**config.mk**
```make
export PLATFORM = sky130hd
export DESIGN_NAME = pdm_dac_multi
export DESIGN_NICKNAME = d
export VERILOG_FILES = /design/src/rtl/pdm_dac_multi.sv
export SDC_FILE = /design/constraint.sdc
export NUM_CORES = 1
export LEC_CHECK = 0
export ABC_AREA = 1
export CORE_MARGIN = 2
export CORE_UTILIZATION = 60
export DETAILED_ROUTE_END_ITERATION = 8
export GPL_TIMING_DRIVEN = 1
export HOLD_SLACK_MARGIN = 0.15
export PLACE_DENSITY = 0.82
export SYNTH_ARGS = -nofsm -noshare
export SYNTH_HDL_FRONTEND = slang
export SYNTH_SLANG_ARGS = --single-unit
```
**constraint.sdc**
```tcl
create_clock -name clk -period 3.5 [get_ports clk]
set_input_delay 0.35 -clock clk [delete_from_list [all_inputs] [get_ports clk]]
set_output_delay 0.35 -clock clk [all_outputs]
set_load 0.05 [all_outputs]
```
**src/rtl/pdm_dac_multi.sv**
```systemverilog
// ============================================================================
// pdm_dac_multi: multi-channel PCM-to-PDM sigma-delta DAC (1st/2nd order)
// Rev 1.0 - initial release
// ============================================================================
`default_nettype none

module pdm_dac_multi #(
  parameter int WIDTH     = 16,
  parameter int CHANNELS  = 2,
  parameter int ORDER     = 1,
  parameter int SIGNED_IN = 1,
  parameter int DIV       = 1
) (
  input  logic                      clk,
  input  logic                      reset,
  input  logic [CHANNELS*WIDTH-1:0] pcm_in,
  input  logic                      pcm_valid,
  output logic                      pcm_ready,
  input  logic                      sample_tick,
  input  logic                      mute,
  input  logic                      underrun_clear,
  output logic                      underrun,
  output logic [7:0]                underrun_count,
  output logic [CHANNELS-1:0]       pdm_out
);

  localparam int               c_CNT_W = (DIV > 1) ? $clog2(DIV) : 1;
  localparam logic [WIDTH-1:0] c_MID   = {1'b1, {(WIDTH-1){1'b0}}};

  if ((ORDER != 1) && (ORDER != 2)) begin : g_bad_order
    $error("pdm_dac_multi: ORDER must be 1 or 2");
  end
  if (DIV < 1) begin : g_bad_div
    $error("pdm_dac_multi: DIV must be >= 1");
  end

  logic                      r_pending;
  logic [CHANNELS*WIDTH-1:0] r_frame;
  logic                      r_underrun;
  logic [7:0]                r_underrun_count;
  logic [c_CNT_W-1:0]        r_div_cnt;
  logic                      w_accept;
  logic                      w_underrun_evt;
  logic                      w_strobe;

  assign w_accept       = pcm_valid & ~r_pending;
  assign w_underrun_evt = sample_tick & ~r_pending;
  assign w_strobe       = (r_div_cnt == '0);

  assign pcm_ready      = ~r_pending;
  assign underrun       = r_underrun;
  assign underrun_count = r_underrun_count;

  // Accept only happens while empty, so it always beats a same-cycle tick.
  always_ff @(posedge clk) begin
    if (reset) begin
      r_pending <= 1'b0;
      r_frame   <= '0;
    end else if (w_accept) begin
      r_pending <= 1'b1;
      r_frame   <= pcm_in;
    end else if (sample_tick) begin
      r_pending <= 1'b0;
    end
  end

  always_ff @(posedge clk) begin
    if (reset || underrun_clear) begin
      r_underrun       <= 1'b0;
      r_underrun_count <= 8'd0;
    end else if (w_underrun_evt) begin
      r_underrun <= 1'b1;
      if (r_underrun_count != 8'hFF) begin
        r_underrun_count <= r_underrun_count + 8'd1;
      end
    end
  end

  always_ff @(posedge clk) begin
    if (reset) begin
      r_div_cnt <= '0;
    end else if (r_div_cnt == c_CNT_W'(DIV - 1)) begin
      r_div_cnt <= '0;
    end else begin
      r_div_cnt <= r_div_cnt + 1'b1;
    end
  end

  for (genvar ch = 0; ch < CHANNELS; ch++) begin : g_ch
    logic [WIDTH-1:0] w_sample;
    logic [WIDTH-1:0] w_conv;
    logic [WIDTH-1:0] r_level;

    assign w_sample = r_frame[ch*WIDTH +: WIDTH];

    if (SIGNED_IN != 0) begin : g_signed
      assign w_conv = {~w_sample[WIDTH-1], w_sample[WIDTH-2:0]};
    end else begin : g_unsigned
      assign w_conv = w_sample;
    end

    always_ff @(posedge clk) begin
      if (reset) begin
        r_level <= c_MID;
      end else if (sample_tick) begin
        if (mute) begin
          r_level <= c_MID;
        end else if (r_pending) begin
          r_level <= w_conv;
        end
      end
    end

    if (ORDER == 1) begin : g_order1
      logic [WIDTH+1:0] r_s;
      logic             w_q;

      assign w_q         = ~r_s[WIDTH+1];
      assign pdm_out[ch] = w_q;

      // {q,q,level} is level - q*2^WIDTH in WIDTH+2 bit two's complement.
      always_ff @(posedge clk) begin
        if (reset) begin
          r_s <= '0;
        end else if (w_strobe) begin
          r_s <= r_s + {w_q, w_q, r_level};
        end
      end
    end else begin : g_order2
      logic signed [WIDTH+3:0] r_s1;
      logic signed [WIDTH+3:0] r_s2;
      logic signed [WIDTH+3:0] w_f;
      logic signed [WIDTH+3:0] w_lvl;
      logic signed [WIDTH+3:0] w_s1_next;
      logic signed [WIDTH+3:0] w_s2_next;
      logic                    w_q;

      assign w_q         = ~r_s2[WIDTH+3];
      assign pdm_out[ch] = w_q;
      assign w_f         = w_q ? {4'b0001, {WIDTH{1'b0}}} : '0;
      assign w_lvl       = {4'b0000, r_level};
      assign w_s1_next   = r_s1 + w_lvl - w_f;
      assign w_s2_next   = r_s2 + w_s1_next - w_f;

      always_ff @(posedge clk) begin
        if (reset) begin
          r_s1 <= '0;
          r_s2 <= '0;
        end else if (w_strobe) begin
          r_s1 <= w_s1_next;
          r_s2 <= w_s2_next;
        end
      end
    end
  end

endmodule

`default_nettype wire

```
* Yosys cells after proc, flatten, opt, wreduce, memory -nomap -nowiden
Cells that the tools add are included.
** Word-level totals
- Register bits :: 111
- Latch bits :: 0
- Memory bits (writable) :: 0
- Bits in read-only memories :: 0
- Input bits :: 38
- Output and inout port bits :: 12
- Logic and storage cells :: 34
- Memories :: 0
** Operators by class
- $add $sub $neg :: 4
- Multiply operators :: 0
- Div/mod/pow operators :: 0
- Order comparisons :: 0
- Equality and inequality tests :: 1
- Shifts and indexed selects :: 0
- Mux-type cells :: 6
- Bitwise gates (word level) :: 8
- Reductions and logical operators :: 6
** Operators by type and width (number)
- 2-to-1 mux 16 bit :: 4
- adder 18 bit :: 2
- adder 8 x 1 -> 8 bit (second input constant) :: 1
- inequality test 8 bit (second input constant) :: 1
- NOT 1 bit :: 6
- AND reduction 2 bit :: 2
- nonzero test 2 bit :: 2
- AND 1 bit :: 2
- 2-to-1 mux 1 bit :: 2
- OR reduction 2 bit :: 1
- adder 1 bit (second input constant) :: 1
- logical OR 1 bit :: 1

* Logic depth before layout (Yosys ltp)
- Depth in word-level cells :: 3
- Depth in mapped cells :: 14
- Gate-level depth less buffers :: 14

* Worst setup path after synthesis
OpenSTA, ideal clock, no wires.
- Path kind :: reg-to-reg
- Start point :: reg r_underrun_count[0] (netlist: underrun_count[0])
- End point :: reg r_underrun_count[0] (netlist: underrun_count[0])
- Library setup time :: 0.148 ns
- Arrival time :: 1.652 ns
- Required time :: 3.352 ns
- Setup slack :: 1.701 ns
- Stages on the path, launching flop included :: 7
- Buffers on the path :: 0
- Period minus slack after synthesis :: 1.799 ns
- Cells stage by stage :: dfxtp_1 -> ha_1 -> nand4_4 -> o21ai_4 -> inv_4 -> o21ai_0 -> a21oi_1
** On the way
- Longest elaborated chain between the ends :: 2
- Elaborated cells between the ends (all ways) :: 3
- Classes of those cells :: add/sub: 1; eq/ne: 1; reduce/logical: 1
** RTL lines
- start, declared :: RTL line 40 : logic [7:0] r_underrun_count;
- start signal, assigned :: RTL line 74 : r_underrun_count <= r_underrun_count + 8'd1;
- parallel branches: the longest is 2 deep, another holds adder 8 x 1 -> 8 bit
Parallel ways; which one is timed is not known.
A chain may end at the register's enable or synchronous reset.

* Worst setup path after layout
- Start point :: reg r_underrun_count[2] (netlist: underrun_count[2])
- End point :: out underrun_count[2]
** RTL lines
- end, declared :: RTL line 23 : output logic [7:0] underrun_count,
No word-level cell between the ends.

==> summary.md <==
| Metric | Value |
|---|---|
| Syn Nets | `1038` |
| Final setup viols | `0` |
| Largest buffer count on any clock path | `2` |
| CTS tree | `built` |
| Commonest cells post-synth | `nand2_1, inv_1, nor2_1` |
| Port-buffer cells | `49` |
| WP data required | `3150 ps` |
| Dpl hpwl | `9.47 mm` |
| Routed vias | `5649` |
| Critical Path Source Type | `register` |
| Clk pin slew, worst setup/hold paths | `110 ps` |
| Synth Area in Adders | `7.69%` |
| CORE AREA | `10200 um2` |
| Crit path DAT | `1710 ps` |
| Register area share after synthesis | `35.8%` |
| Initial core utilization | `61.0%` |
| Placed Instances | `1120` |
| Outcome | `completed` |
| Finished Cell Area | `6940 um2` |
| Final hold violations | `0` |
| Hold WC Path Type | `register to register` |
| Number of H-tree levels | `3` |
| Syn Area/Cell | `6.45 um2` |
| Compound-Gate Fraction of Synth Area | `10.7%` |
| Vias per cell | `4.98` |
| CP delay by family, top | `buffers and inverters` |
| IO Pins | `50` |
| Worst-Margin Slew | `1160 ps` |
| Largest family of logic cells by synthesized area | `simple AND/OR/NAND/NOR gates` |
| Yosys top cell area share | `35.8%` |
| Worst reg2reg path startpoint | `g_ch[0].r_level[0]` |
| Reg2reg setup slack | `1590 ps` |
| Cell count after synthesis | `963` |
| #FFs+latches synth | `111` |
| RSZ-0062 raised after global routing | `no` |
| Crit. End Element | `output port` |
| Final TNS setup | `0 ps` |
| Postcts setup bufs | `0` |
| Drc violations | `0` |
| FP Rows | `37` |
| Die H | `106 um` |
| Final non-filler cell total | `1135` |
| Leakage | `3.49 nW` |
| Die width | `106 um` |
| Peak Freq | `485 MHz` |
| Mapped cell area | `6210 um2` |
| Capturing point of the worst reg2reg path | `g_ch[0].g_order1.r_s[16]` |
| Area after DPL | `6750 um2` |
| Final Net Count | `1070` |
| Slew headroom | `22.9%` |
| Clk sinks | `111` |
| Ranking of synthesized cells by area | `dfxtp_1, nand2_1, inv_1` |
| Count leader, synth | `nand2_1` |
| Async SR Flop Fraction | `0%` |
| Cells along the critical path | `clkdlybuf4s50_1` |
| CP max stage delay | `860 ps` |
| Resize count post-CTS | `0` |
| N_diodes | `0` |
| Pwr dens | `365 nW/um2` |
| Die ar. | `11200 um2` |
| Crit path depth | `1` |
| Share of layout cells above drive strength 1 | `3.20%` |
| Final period utilization | `59.0%` |
| Clock Skew | `17.0 ps` |
| CP max stage cell | `clkdlybuf4s50_1` |
| Simple-gate share of the synthesized area | `32.1%` |
| Synth Warn # | `0` |
| Pin count of the biggest net entering global routing | `58` |
| Iter 0 DRT Violations | `343` |
| Final ANT Viol Nets | `0` |
| XOR/XNOR Fraction of Synth Area | `1.97%` |
| Crit-path max FO | `6` |
| CP bufs+invs | `1` |
| Number of cells on the worst reg-to-reg path | `13` |
| Worst Hold Depth | `2` |
| Area leader, netlist | `dfxtp_1` |
| Remaining Overflow, GRT | `0` |
| # Max-Cap Violations | `0` |
| Initial antenna violation count | `0` |
| Clk root buf | `clkbuf_8` |
| Tmin final | `2060 ps` |
| GRT Util Overall | `24.5%` |
| Vias in the first global route | `5095` |
| DR WL/cell | `11.4 um` |
| Post-synth cell types | `32` |
| Number of enable flip-flop cells after synthesis | `0` |
| Hold buffer count at CTS | `0` |
| Mux contribution to synthesized area | `0%` |
| Path type of the worst setup path | `register to output port` |
| WL final | `12.9 mm` |
| Wire length of the first global-routing pass | `22.5 mm` |
| Clk Latency, worst-skew pair | `390 ps` |
| Count of pins over their slew limit | `0` |
| DRT Pass-1 Iters | `5` |
| Filler cells | `939` |
| Critical Path Source | `underrun_count[2]` |
| GPL Wtd Cong | `0.923` |
| CTS Buf Count | `9` |
| Peak VDD IR | `0.000366 V` |
| Critical Path End | `underrun_count[2]` |
| Top_reg_cell synth | `dfxtp_1` |
| Area Growth Syn to Fin | `11.6%` |
-- cells by family after synthesis --
group,count (synthesis)
fa+ha+maj,37
xor+xnor,14
flops,111
simple gates,490
other cells,1
compound gates,126
buf+inv,184
-- area by class of cell --
cell class	instances	area (um2)	share of cell area (%)
tap	136	170	2.45
inverter	150	567	8.17
clock buffer	9	124	1.79
multi-input combinational	668	3260	47.0
timing repair buffer	55	531	7.65
clock inverter	6	61.3	0.884
sequential	111	2220	32.0
-- tightest hold or removal path: cells and delay by family, from the launching register on --
family                 cells  cell delay [ps]
buffers and inverters      1               50
flip-flops                 1              310
AO/OA/AOI/OAI              1               50
-- where the power goes --
| group | internal (mW) | switching (mW) |
|---|---|---|
| Sequential | 1.34 | 0.0487 |
| Clock | 0.272 | 0.454 |
| Combinational | 0.168 | 0.254 |
| Total | 1.78 | 0.756 |
-- sequential cells by signal, summed over array words and instances, names as in the netlist --
| register | cells |
|---|---|
| underrun_count | 8 |
| underrun | 1 |
| r_div_cnt | 1 |
| r_frame | 32 |
| r_pending | 1 |
| g_ch.r_level | 32 |
| g_ch.g_order1.r_s | 36 |
-- worst min path at each step --
stage,to,start,slack (ps)
finish,r_frame[15],r_frame[15],460
global route,r_frame[15],r_frame[15],480
CTS,r_frame[15],r_frame[15],460
detailed placement,r_frame[15],r_frame[15],440
global placement,r_frame[15],r_frame[15],440
floorplan,r_frame[15],r_frame[15],420
-- placed cells by master, fill, tap and decap left out, types with 4 or more instances in the layout --
| cell type | instances |
|---|---|
| nand2_1 | 251 |
| inv_1 | 147 |
| nor2_1 | 143 |
| dfxtp_1 | 111 |
| nand3_1 | 75 |
| a21oi_1 | 64 |
| o21ai_0 | 53 |
| clkdlybuf4s50_1 | 48 |
| ha_1 | 35 |
| nor3_1 | 9 |
| clkbuf_8 | 9 |
| xnor2_1 | 8 |
| xor2_1 | 6 |
| buf_4 | 6 |
| o211ai_1 | 4 |
-- layer usage --
metal	global-route usage, %	part of all wire [%]	wire length [um]
met1	34.0	51	6560
met4	6.20	1.2	160
met2	39.1	43	5550
met3	5.13	5.1	654
met5	0	0	0
-- metrics by stage --
stage               power, mW  worst slack [ps]  hold slack, ps  util (%)
floorplan                1.72              1700             424         -
global placement         1.82              1490             437      66.3
global route             2.68              1360             477      68.1
finish                   2.54              1440             456      68.1
CTS                      2.56              1410             459      68.1
detailed placement       1.83              1450             443      66.3
No activity file was read; power rests on OpenSTA's default activity.
